**config.mk**
```make
export PLATFORM = sky130hd
export DESIGN_NAME = inst_fetch_queue
export DESIGN_NICKNAME = d
export VERILOG_FILES = /design/src/rtl/inst_fetch_queue.sv
export SDC_FILE = /design/constraint.sdc
export NUM_CORES = 1
export LEC_CHECK = 0
export ABC_AREA = 1
export CORE_MARGIN = 3
export CORE_UTILIZATION = 40
export CTS_CLUSTER_DIAMETER = 40
export CTS_CLUSTER_SIZE = 25
export DETAILED_ROUTE_END_ITERATION = 10
export GPL_ROUTABILITY_DRIVEN = 0
export SETUP_SLACK_MARGIN = 0.3
export SLEW_MARGIN = 20
export SYNTH_ARGS = -nofsm -noshare
export SYNTH_HDL_FRONTEND = slang
export SYNTH_SLANG_ARGS = --single-unit
```
**constraint.sdc**
```tcl
create_clock -name Clk -period 6.2 [get_ports Clk]
set_clock_uncertainty 0.2 [all_clocks]
set_input_delay 1.86 -clock Clk [delete_from_list [all_inputs] [get_ports Clk]]
set_output_delay 1.86 -clock Clk [all_outputs]
set_load 0.005 [all_outputs]
```
**src/rtl/inst_fetch_queue.sv**
```systemverilog
// Instruction fetch front end: PC owner, in-order imem requester, small word FIFO towards decode.
// Latency: response word visible on Inst_Valid the cycle after its Rvalid; optional FETCH_STATS_EN adds fetch/flush counters.
// Backpressure: requests are credit-limited (occupancy + outstanding < DEPTH), so Inst_Ready low stalls fetch without loss.

module ifq_fifo #(
    parameter int WIDTH = 32,
    parameter int DEPTH = 4
) (
    input  logic                     clk,
    input  logic                     rst_n,
    input  logic                     clr,
    input  logic                     push,
    input  logic [WIDTH-1:0]         push_dat,
    input  logic                     pop,
    output logic [WIDTH-1:0]         head_dat,
    output logic [$clog2(DEPTH):0]   count
);
    localparam int AW = $clog2(DEPTH);
    localparam int CW = AW + 1;

    logic [WIDTH-1:0] mem [DEPTH];
    logic [AW-1:0]    wr_ptr;
    logic [AW-1:0]    rd_ptr;

    always_ff @(posedge clk or negedge rst_n) begin
        if (!rst_n) begin
            wr_ptr <= '0;
            rd_ptr <= '0;
            count  <= '0;
        end else if (clr) begin
            wr_ptr <= '0;
            rd_ptr <= '0;
            count  <= '0;
        end else begin
            if (push) wr_ptr <= wr_ptr + 1'b1;
            if (pop)  rd_ptr <= rd_ptr + 1'b1;
            count <= count + CW'(push) - CW'(pop);
        end
    end

    always_ff @(posedge clk) begin
        if (push && !clr) mem[wr_ptr] <= push_dat;
    end

    assign head_dat = mem[rd_ptr];
endmodule

module inst_fetch_queue #(
    parameter int          DEPTH    = 4,
    parameter logic [31:0] RESET_PC = 32'h0
) (
`ifdef FETCH_STATS_EN
    output logic [31:0] Fetch_Count,
    output logic [15:0] Flush_Count,
`endif
    input  logic        Clk,
    input  logic        Rst_n,
    output logic        Imem_Req,
    output logic [31:0] Imem_Addr,
    input  logic        Imem_Gnt,
    input  logic        Imem_Rvalid,
    input  logic [31:0] Imem_Rdata,
    input  logic        Redirect,
    input  logic [31:0] Redirect_Addr,
    output logic        Inst_Valid,
    output logic [31:0] Inst,
    output logic [31:0] Inst_Addr,
    output logic [31:0] Inst_PC4,
    input  logic        Inst_Ready
);
    localparam int CW = $clog2(DEPTH) + 1;

    typedef enum logic [1:0] {S_IDLE, S_RUN, S_DRAIN} state_t;

    state_t        state;
    logic [31:0]   pc;
    logic [CW-1:0] stale;
    logic [CW-1:0] occ;
    logic [CW-1:0] outst;
    logic [31:0]   tag_head;
    logic [63:0]   q_head;
    logic [31:0]   last_inst;
    logic [31:0]   last_addr;

    logic          issue;
    logic          rsp_take;
    logic          flush;
    logic          q_push;
    logic          q_pop;
    logic [CW-1:0] out_after;
    logic [CW-1:0] occ_nxt;
    logic [CW-1:0] out_nxt;
    logic          credit_ok;

    // Imem_Req is only ever high in RUN, so a grant here is always a real issue.
    assign issue    = Imem_Req & Imem_Gnt;
    assign rsp_take = (state == S_RUN) && Imem_Rvalid && (outst != '0);
    assign flush    = (state == S_RUN) && Redirect;
    assign q_push   = rsp_take && !Redirect;
    assign q_pop    = Inst_Valid && Inst_Ready && !Redirect;

    always_comb begin
        out_after = outst + CW'(issue) - CW'(rsp_take);
        occ_nxt   = Redirect ? '0 : occ + CW'(q_push) - CW'(q_pop);
        out_nxt   = flush ? '0 : ((state == S_RUN) ? out_after : outst);
        credit_ok = ({1'b0, occ_nxt} + {1'b0, out_nxt}) < (CW+1)'(DEPTH);
    end

    // Issue addresses of in-flight requests; its count is the outstanding total.
    ifq_fifo #(.WIDTH(32), .DEPTH(DEPTH)) u_tag_fifo (
        .clk      (Clk),
        .rst_n    (Rst_n),
        .clr      (flush),
        .push     (issue),
        .push_dat (pc),
        .pop      (rsp_take),
        .head_dat (tag_head),
        .count    (outst)
    );

    ifq_fifo #(.WIDTH(64), .DEPTH(DEPTH)) u_inst_fifo (
        .clk      (Clk),
        .rst_n    (Rst_n),
        .clr      (Redirect),
        .push     (q_push),
        .push_dat ({tag_head, Imem_Rdata}),
        .pop      (q_pop),
        .head_dat (q_head),
        .count    (occ)
    );

    always_ff @(posedge Clk or negedge Rst_n) begin
        if (!Rst_n) begin
            state    <= S_IDLE;
            pc       <= RESET_PC;
            stale    <= '0;
            Imem_Req <= 1'b0;
        end else begin
            if (Redirect)   pc <= Redirect_Addr & ~32'd3;
            else if (issue) pc <= pc + 32'd4;

            case (state)
                S_IDLE: begin
                    state    <= S_RUN;
                    Imem_Req <= credit_ok;
                end
                S_RUN: begin
                    if (Redirect && (out_after != '0)) begin
                        state    <= S_DRAIN;
                        stale    <= out_after;
                        Imem_Req <= 1'b0;
                    end else begin
                        Imem_Req <= credit_ok;
                    end
                end
                S_DRAIN: begin
                    if (Imem_Rvalid) begin
                        stale <= stale - 1'b1;
                        if (stale == CW'(1)) begin
                            state    <= S_RUN;
                            Imem_Req <= credit_ok;
                        end
                    end
                end
                default: begin
                    state    <= S_IDLE;
                    Imem_Req <= 1'b0;
                end
            endcase
        end
    end

    // Remember the last presented head so outputs hold when the queue empties.
    always_ff @(posedge Clk or negedge Rst_n) begin
        if (!Rst_n) begin
            last_inst <= '0;
            last_addr <= '0;
        end else if (Inst_Valid) begin
            last_inst <= q_head[31:0];
            last_addr <= q_head[63:32];
        end
    end

    assign Imem_Addr  = pc;
    assign Inst_Valid = (occ != '0);
    assign Inst       = Inst_Valid ? q_head[31:0]  : last_inst;
    assign Inst_Addr  = Inst_Valid ? q_head[63:32] : last_addr;
    assign Inst_PC4   = Inst_Addr + 32'd4;

`ifdef FETCH_STATS_EN
    always_ff @(posedge Clk or negedge Rst_n) begin
        if (!Rst_n) begin
            Fetch_Count <= '0;
            Flush_Count <= '0;
        end else begin
            if (q_push && (Fetch_Count != '1))  Fetch_Count <= Fetch_Count + 32'd1;
            if (Redirect && (Flush_Count != '1)) Flush_Count <= Flush_Count + 16'd1;
        end
    end
`endif
endmodule

```
Yosys cells after proc, flatten, opt, wreduce, memory -nomap -nowiden. Memory sizes are Yosys's and may differ from the RTL's. Index checks and enable logic that the tools add are counted.

RAM bits: 384. Register bits after elaboration: 116. Word-level logic and storage cells: 89. Input bits: 70. Output and inout port bits: 130. Memories: 2.

$add $sub $neg: 12. Eq/ne operators: 6. Muxes and demuxes: 31. Reductions and logical operators: 24. Magnitude comparators: 1. Bitwise logic cells: 1.

Memory list: u_inst_fifo.mem (depth 4, width 64, rd ports 1, clocked after Yosys merged registers in 0, write ports 1, RTL line 21) `logic [WIDTH-1:0] mem [DEPTH];`; u_tag_fifo.mem (depth 4, width 32, rd ports 1, clocked after Yosys merged registers in 0, write ports 1, RTL line 21).

Operators with widths (count): 32-bit 2-to-1 mux (4); 32-bit by 3-bit adder with 32-bit output, second input constant (2); 2-bit 2-to-1 mux (11); 3-bit 2-to-1 mux (6); 2-bit nonzero test (6); 1-bit logical AND (9); 3-bit nonzero test (3); 2-bit by 1-bit adder with 2-bit output, second input constant (4); 1-bit 2-to-1 mux (7); 3-bit by 1-bit adder with 3-bit output (2); 2-bit one-hot mux with 3 select lines (1); 3-bit one-hot mux with 2 select lines (1); 3-bit AND reduction (2); 3-bit by 1-bit subtractor with 3-bit output (2); 3-bit by 3-bit adder with 4-bit output (1); 4-bit by 3-bit less-than comparator with 1-bit output, second input constant (1); 2-bit inequality test, second input constant (2); 3-bit by 1-bit equality test with 1-bit output, second input constant (1); 1-bit one-hot mux with 3 select lines (1); 3-bit by 1-bit subtractor with 3-bit output, second input constant (1); 2-bit by 1-bit equality test with 1-bit output, second input constant (1); 2-bit equality test, second input constant (1); 1-bit logical NOT (2); 2-bit logical NOT (1); other kinds (3) (3).

Depth between registers and ports, before layout.
Depth after elaboration: 12. Gate-level depth with buffers: 19. Depth with buffers taken out: 17.

Modules after synthesis. Synthesis repeated with hierarchy kept, for this count alone.

Cells, all modules: 2198. Area total of the unflattened synthesis: 22759.3 um^2.

By module, submodules not included: ifq_fifo (u_inst_fifo) (seq. area each 7862.5 um^2, times used 1, area each 10641.5 um^2, cells each 799); inst_fetch_queue (seq. area each 2502.4 um^2, times used 1, area each 6568.8 um^2, cells each 973); ifq_fifo (u_tag_fifo) (seq. area each 4018.9 um^2, times used 1, area each 5549.1 um^2, cells each 426).

Worst setup path after synthesis. Ideal clock, no wire load.

Kind: in2reg. Start point: input Imem_Rvalid. End point: memory u_inst_fifo.mem[0][0] (enable). Required time: 5.518 ns. Setup time: 0.482 ns. Cell stages on the path: 6. Setup slack: 0.194 ns. Path buffers: 0. Arrival time: 5.324 ns. Cells stage by stage: inv_1 > a311oi_1 > inv_1 > nor2_1 > inv_1 > nor2_1.

Word-level cells in the longest chain between the ends: 6.

RTL lines: start: declaration (RTL line 61) `input logic Imem_Rvalid,`; 1-bit logical AND (2 in series) (RTL line 97) `assign rsp_take = (state == S_RUN) && Imem_Rvalid && (outst != '0);`; 1-bit logical AND (RTL line 99) `assign q_push = rsp_take && !Redirect;`; 1-bit logical AND (RTL line 42) `if (push && !clr) mem[wr_ptr] <= push_dat;`; 1-bit 2-to-1 mux (RTL line 42); 1-bit 2-to-1 mux (implied by the code) (RTL line 42); end: declaration (RTL line 21).

No other way between the ends.

Worst setup path after layout.
Start point: register u_inst_fifo.count[1]. End point: output Inst_PC4[27].

Word-level cells in the longest chain between the ends: 3.

RTL lines: start: declaration (RTL line 16) `output logic [$clog2(DEPTH):0] count`; start signal: assignment (RTL line 37) `count <= count + CW'(push) - CW'(pop);`; 3-bit nonzero test (RTL line 185) `assign Inst_Valid = (occ != '0);`; 32-bit 2-to-1 mux (RTL line 187) `assign Inst_Addr = Inst_Valid ? q_head[63:32] : last_addr;`; 32-bit by 3-bit adder with 32-bit output (RTL line 188) `assign Inst_PC4 = Inst_Addr + 32'd4;`; end: declaration (RTL line 68) `output logic [31:0] Inst_PC4,`.

No other way between the ends.

==> results.md <==
* Total number of yosys warnings at 0
* R2R cell count at 18
* Post-Synth XOR/XNOR Area at 0.0173
* Die Span X at 234 um
* Pre-antenna DRT Iters at 5
* # nets final at 2255
* Share of cells above drive strength 1 at 0.103
* Post-DR vias/cell at 4.92
* Footprint of the multi-input gates at 0.00567 sq mm
* RSZ-0062 raised after global routing: true
* Yosys top cell area share at 0.533
* Global-route wire length before repair at 78200 um
* Post-synthesis mux area share at 0
* Worst skew pair latency at 0.60 ns
* Die H at 234 um
* Min Clock Period, post-route at 5.67 ns
* Initial Util at 0.409
* Count of different cell masters after synthesis at 41
* ANT nets after route at 0
* Pin count of the biggest net entering global routing at 83
* Wirelength per Cell at 17.5 um
* Initial detailed-routing violation count at 903
* Post-Synth Adder-Cell Area at 0.0128
* Grt met1 use at 0.245
* Most common flop cell mapped by yosys: edfxtp_1
* Crit-path most repeated cell: nand2_1
* Vias at 14271
* Syn_area_per_cell at 10.6 sq um
* Core Rows at 82
* Clock Sinks at 482
* Total CTS buffers at 76
* # Max-Cap Violations at 0
* FF-to-FF End: Imem_Req
* Pins Over Slew Limit at 0
* CP max stage delay at 0.51 ns
* WP data arrival at 3.61 ns
* DRC viols at 0
* FF+latch count, synth at 482
* Synth Instances at 1949
* Least-Margin Pin Slew at 1.05 ns
* Startpoint types: flip-flop
* Async S/R FF share, synth at 0.237
* Vias in the first global route at 14115
* Part of the Yosys area used for sequential elements at 0.671
* Outcome: complete, no violations
* GRT Max-Usage Layer: met2
* Worst path bufs/invs at 3
* Seq. cell area at 0.0139 sq mm
* Hold path start: last_addr[0]
* GRT overflow at 0
* Met2 Track Usage GR at 0.310
* Ant diodes at 0
* Fin util at 0.513
* All-Layer GR Usage at 0.186
* Period Utilization, post-route at 0.914
* Relative slew slack at 0.302
* Synth top area cells: edfxtp_1 53%, dfrtp_1 14%, nand2_1 7.2%
* Area grow syn2layout at 25.6%
* Initial antenna violation count at 0
* Leak at 10.2 nW
* Synth top cells by count: 400 x nand2_1, 368 x edfxtp_1, 310 x nor2_1
* Hold depth at 2
* Crit Path Max Fanout at 18
* DIE AREA at 0.0546 sq mm
* Total Wirelength at 50700 um
* Synthesized cell area at 0.0207 sq mm
* Synth Area in Simple Gates at 0.173
* Root buffer cell: clkbuf_16
* Ports at 200
* EDFF count, synth at 368
* Power per cell area at 511 mW/mm^2
* Final setup viols at 0
* Worst Hold Class: reg2reg
* Setup TNS at 0 ns
* CP required at 4.14 ns
* Crit path kind: reg2out
* Core ar. at 0.0507 sq mm
* Top-count cell post-synth: nand2_1
* Hold Buf Count CTS at 0
* Largest family of logic cells by synthesized area: simple AND/OR/NAND/NOR gates
* Worst Hold Path EP: last_addr[0]
* Met3 GRT Util at 0.0341
* Final Hold Fails at 0
* FMAX at 176 MHz
* Maximum clock insertion buffer count at 3
* Setup slack, reg-to-reg at 2.23 ns
* Worst VDD drop at 0.000236 V
* Clk pin slew, worst setup/hold paths at 0.05 ns
* Cell family with most CP delay: simple AND/OR/NAND/NOR gates
* Fill cells at 4453
* DP HPWL at 30600 um
* H-tree levels at 3
* Synth area leader: edfxtp_1
* Critical path, cell by cell: nor2_4 -> nand2_4 -> inv_4 -> buf_4 -> nand2_1 -> nand2_1 -> nand2_1 -> nor2_2 -> nand2_2 -> nor2_4 -> nand3b_1 -> nand2_1 -> clkdlybuf4s50_1
* Complex-gate fraction of the synthesized area at 0.0677
* CTS tree: done
* Reg2reg start: u_inst_fifo.count[0]
* Slowest cell on crit path: clkdlybuf4s50_1
* Input/output buffers at 195
* CP Capture Type: output port
worst register-to-register path: stages (launching register included):
cell	delay, ns
dfrtp_1	0.32
inv_1	0.17
nand2_4	0.29
buf_4	0.53
nand2_1	0.27
nor2_1	0.17
ha_1	0.25
inv_1	0.06
ha_1	0.13
inv_1	0.05
fa_1	0.37
o21ai_0	0.17
a21oi_1	0.08
ha_1	0.29
nor3_1	0.17
o21ai_0	0.13
inv_1	0.07
nand2_1	0.05
a21oi_1	0.11
registers in the layout (all words and copies together), names as in the netlist:
register and cells:
u_inst_fifo.rd_ptr 2, last_inst 32, u_tag_fifo.rd_ptr 2, Imem_Addr 30
last_addr 32, Imem_Req 1, u_inst_fifo.wr_ptr 2, u_tag_fifo.count 3
u_tag_fifo.wr_ptr 2, state 2, stale 3, u_tag_fifo.mem 120
u_inst_fifo.mem 248, u_inst_fifo.count 3
stage by stage:
step | std cells | power [mW] | area [sq um] | hold slack, ns | worst slack, ns
2_1_floorplan | 1950 | 6.85 | 20700 | 0.253 | 0.194
3_3_place_gp | 2757 | 9.08 | 23400 | 0.271 | 0.801
3_5_place_dp | 2757 | 9.15 | 23400 | 0.294 | 0.730
4_1_cts | 2898 | 13.4 | 26000 | 0.302 | 0.303
5_1_grt | 2900 | 14.1 | 26000 | 0.325 | 0.270
6_report | 2900 | 13.3 | 26000 | 0.297 | 0.531
cells in the final DEF, fill, tap and decap left out, types with 14 or more instances in the layout:
cell type / Yosys / final
buf_4: 10 / 18
o21ai_0: 152 / 152
nor2_1: 310 / 301
edfxtp_1: 368 / 368
a31oi_1: 33 / 33
clkdlybuf4s50_1: 0 / 194
nand3_1: 85 / 85
o22ai_1: 33 / 33
clkbuf_16: 0 / 76
dfrtp_1: 114 / 112
xor2_1: 27 / 27
inv_1: 196 / 195
ha_1: 18 / 18
nand2_1: 400 / 400
xnor2_1: 14 / 14
nor2_2: 14 / 18
nand2_2: 28 / 28
kinds of logic after synthesis:
kind of cell / count (synthesis)
AO/OA/AOI/OAI: 252
XOR/XNOR: 41
adder cells (fa/ha/maj): 20
buffers and inverters: 284
flip-flops: 482
other: 1
AND/OR/NAND/NOR: 869
layout make-up:
type,instances,share of cell area
clock buffer,87,0.0770
clock inverter,54,0.0237
inverter,200,0.0293
multi-input combinational,1185,0.218
sequential,482,0.535
tap,672,0.0323
timing repair buffer,220,0.0850
timing repair:
action	in CTS	in global routing
setup endpoints to repair	11	23
pin swaps	0	1
setup buffers	0	1
resized for setup	1	9
cloned	0	1
per-layer routing:
| metal | wire (um) | vias up |
|---|---|---|
| li1 | - | 6953 |
| met1 | 22400 | 6864 |
| met2 | 24600 | 371 |
| met3 | 2540 | 83 |
| met4 | 1140 | 0 |
| met5 | 0 | - |
power breakdown:
| part | leakage [nW] | internal (mW) | total, mW | switching [mW] |
|---|---|---|---|---|
| combinational | 4.23 | 1.96 | 4.70 | 2.74 |
| clock | 1.26 | 2.61 | 4.22 | 1.61 |
| sequential | 4.68 | 4.12 | 4.38 | 0.260 |
worst max-delay path by stage:
stage                          startpoint                    end  depth (start not counted)
finish               u_inst_fifo.count[1]           Inst_PC4[27]                         13
global route         u_inst_fifo.count[1]           Inst_PC4[12]                         13
CTS                 u_inst_fifo.rd_ptr[1]           Inst_PC4[18]                         12
detailed placement            Imem_Rvalid               Imem_Req                         18
global placement    u_inst_fifo.rd_ptr[0]           Inst_PC4[30]                         15
floorplan                     Imem_Rvalid  u_inst_fifo.mem[0][0]                          6
No activity file was read; power rests on OpenSTA's default activity.
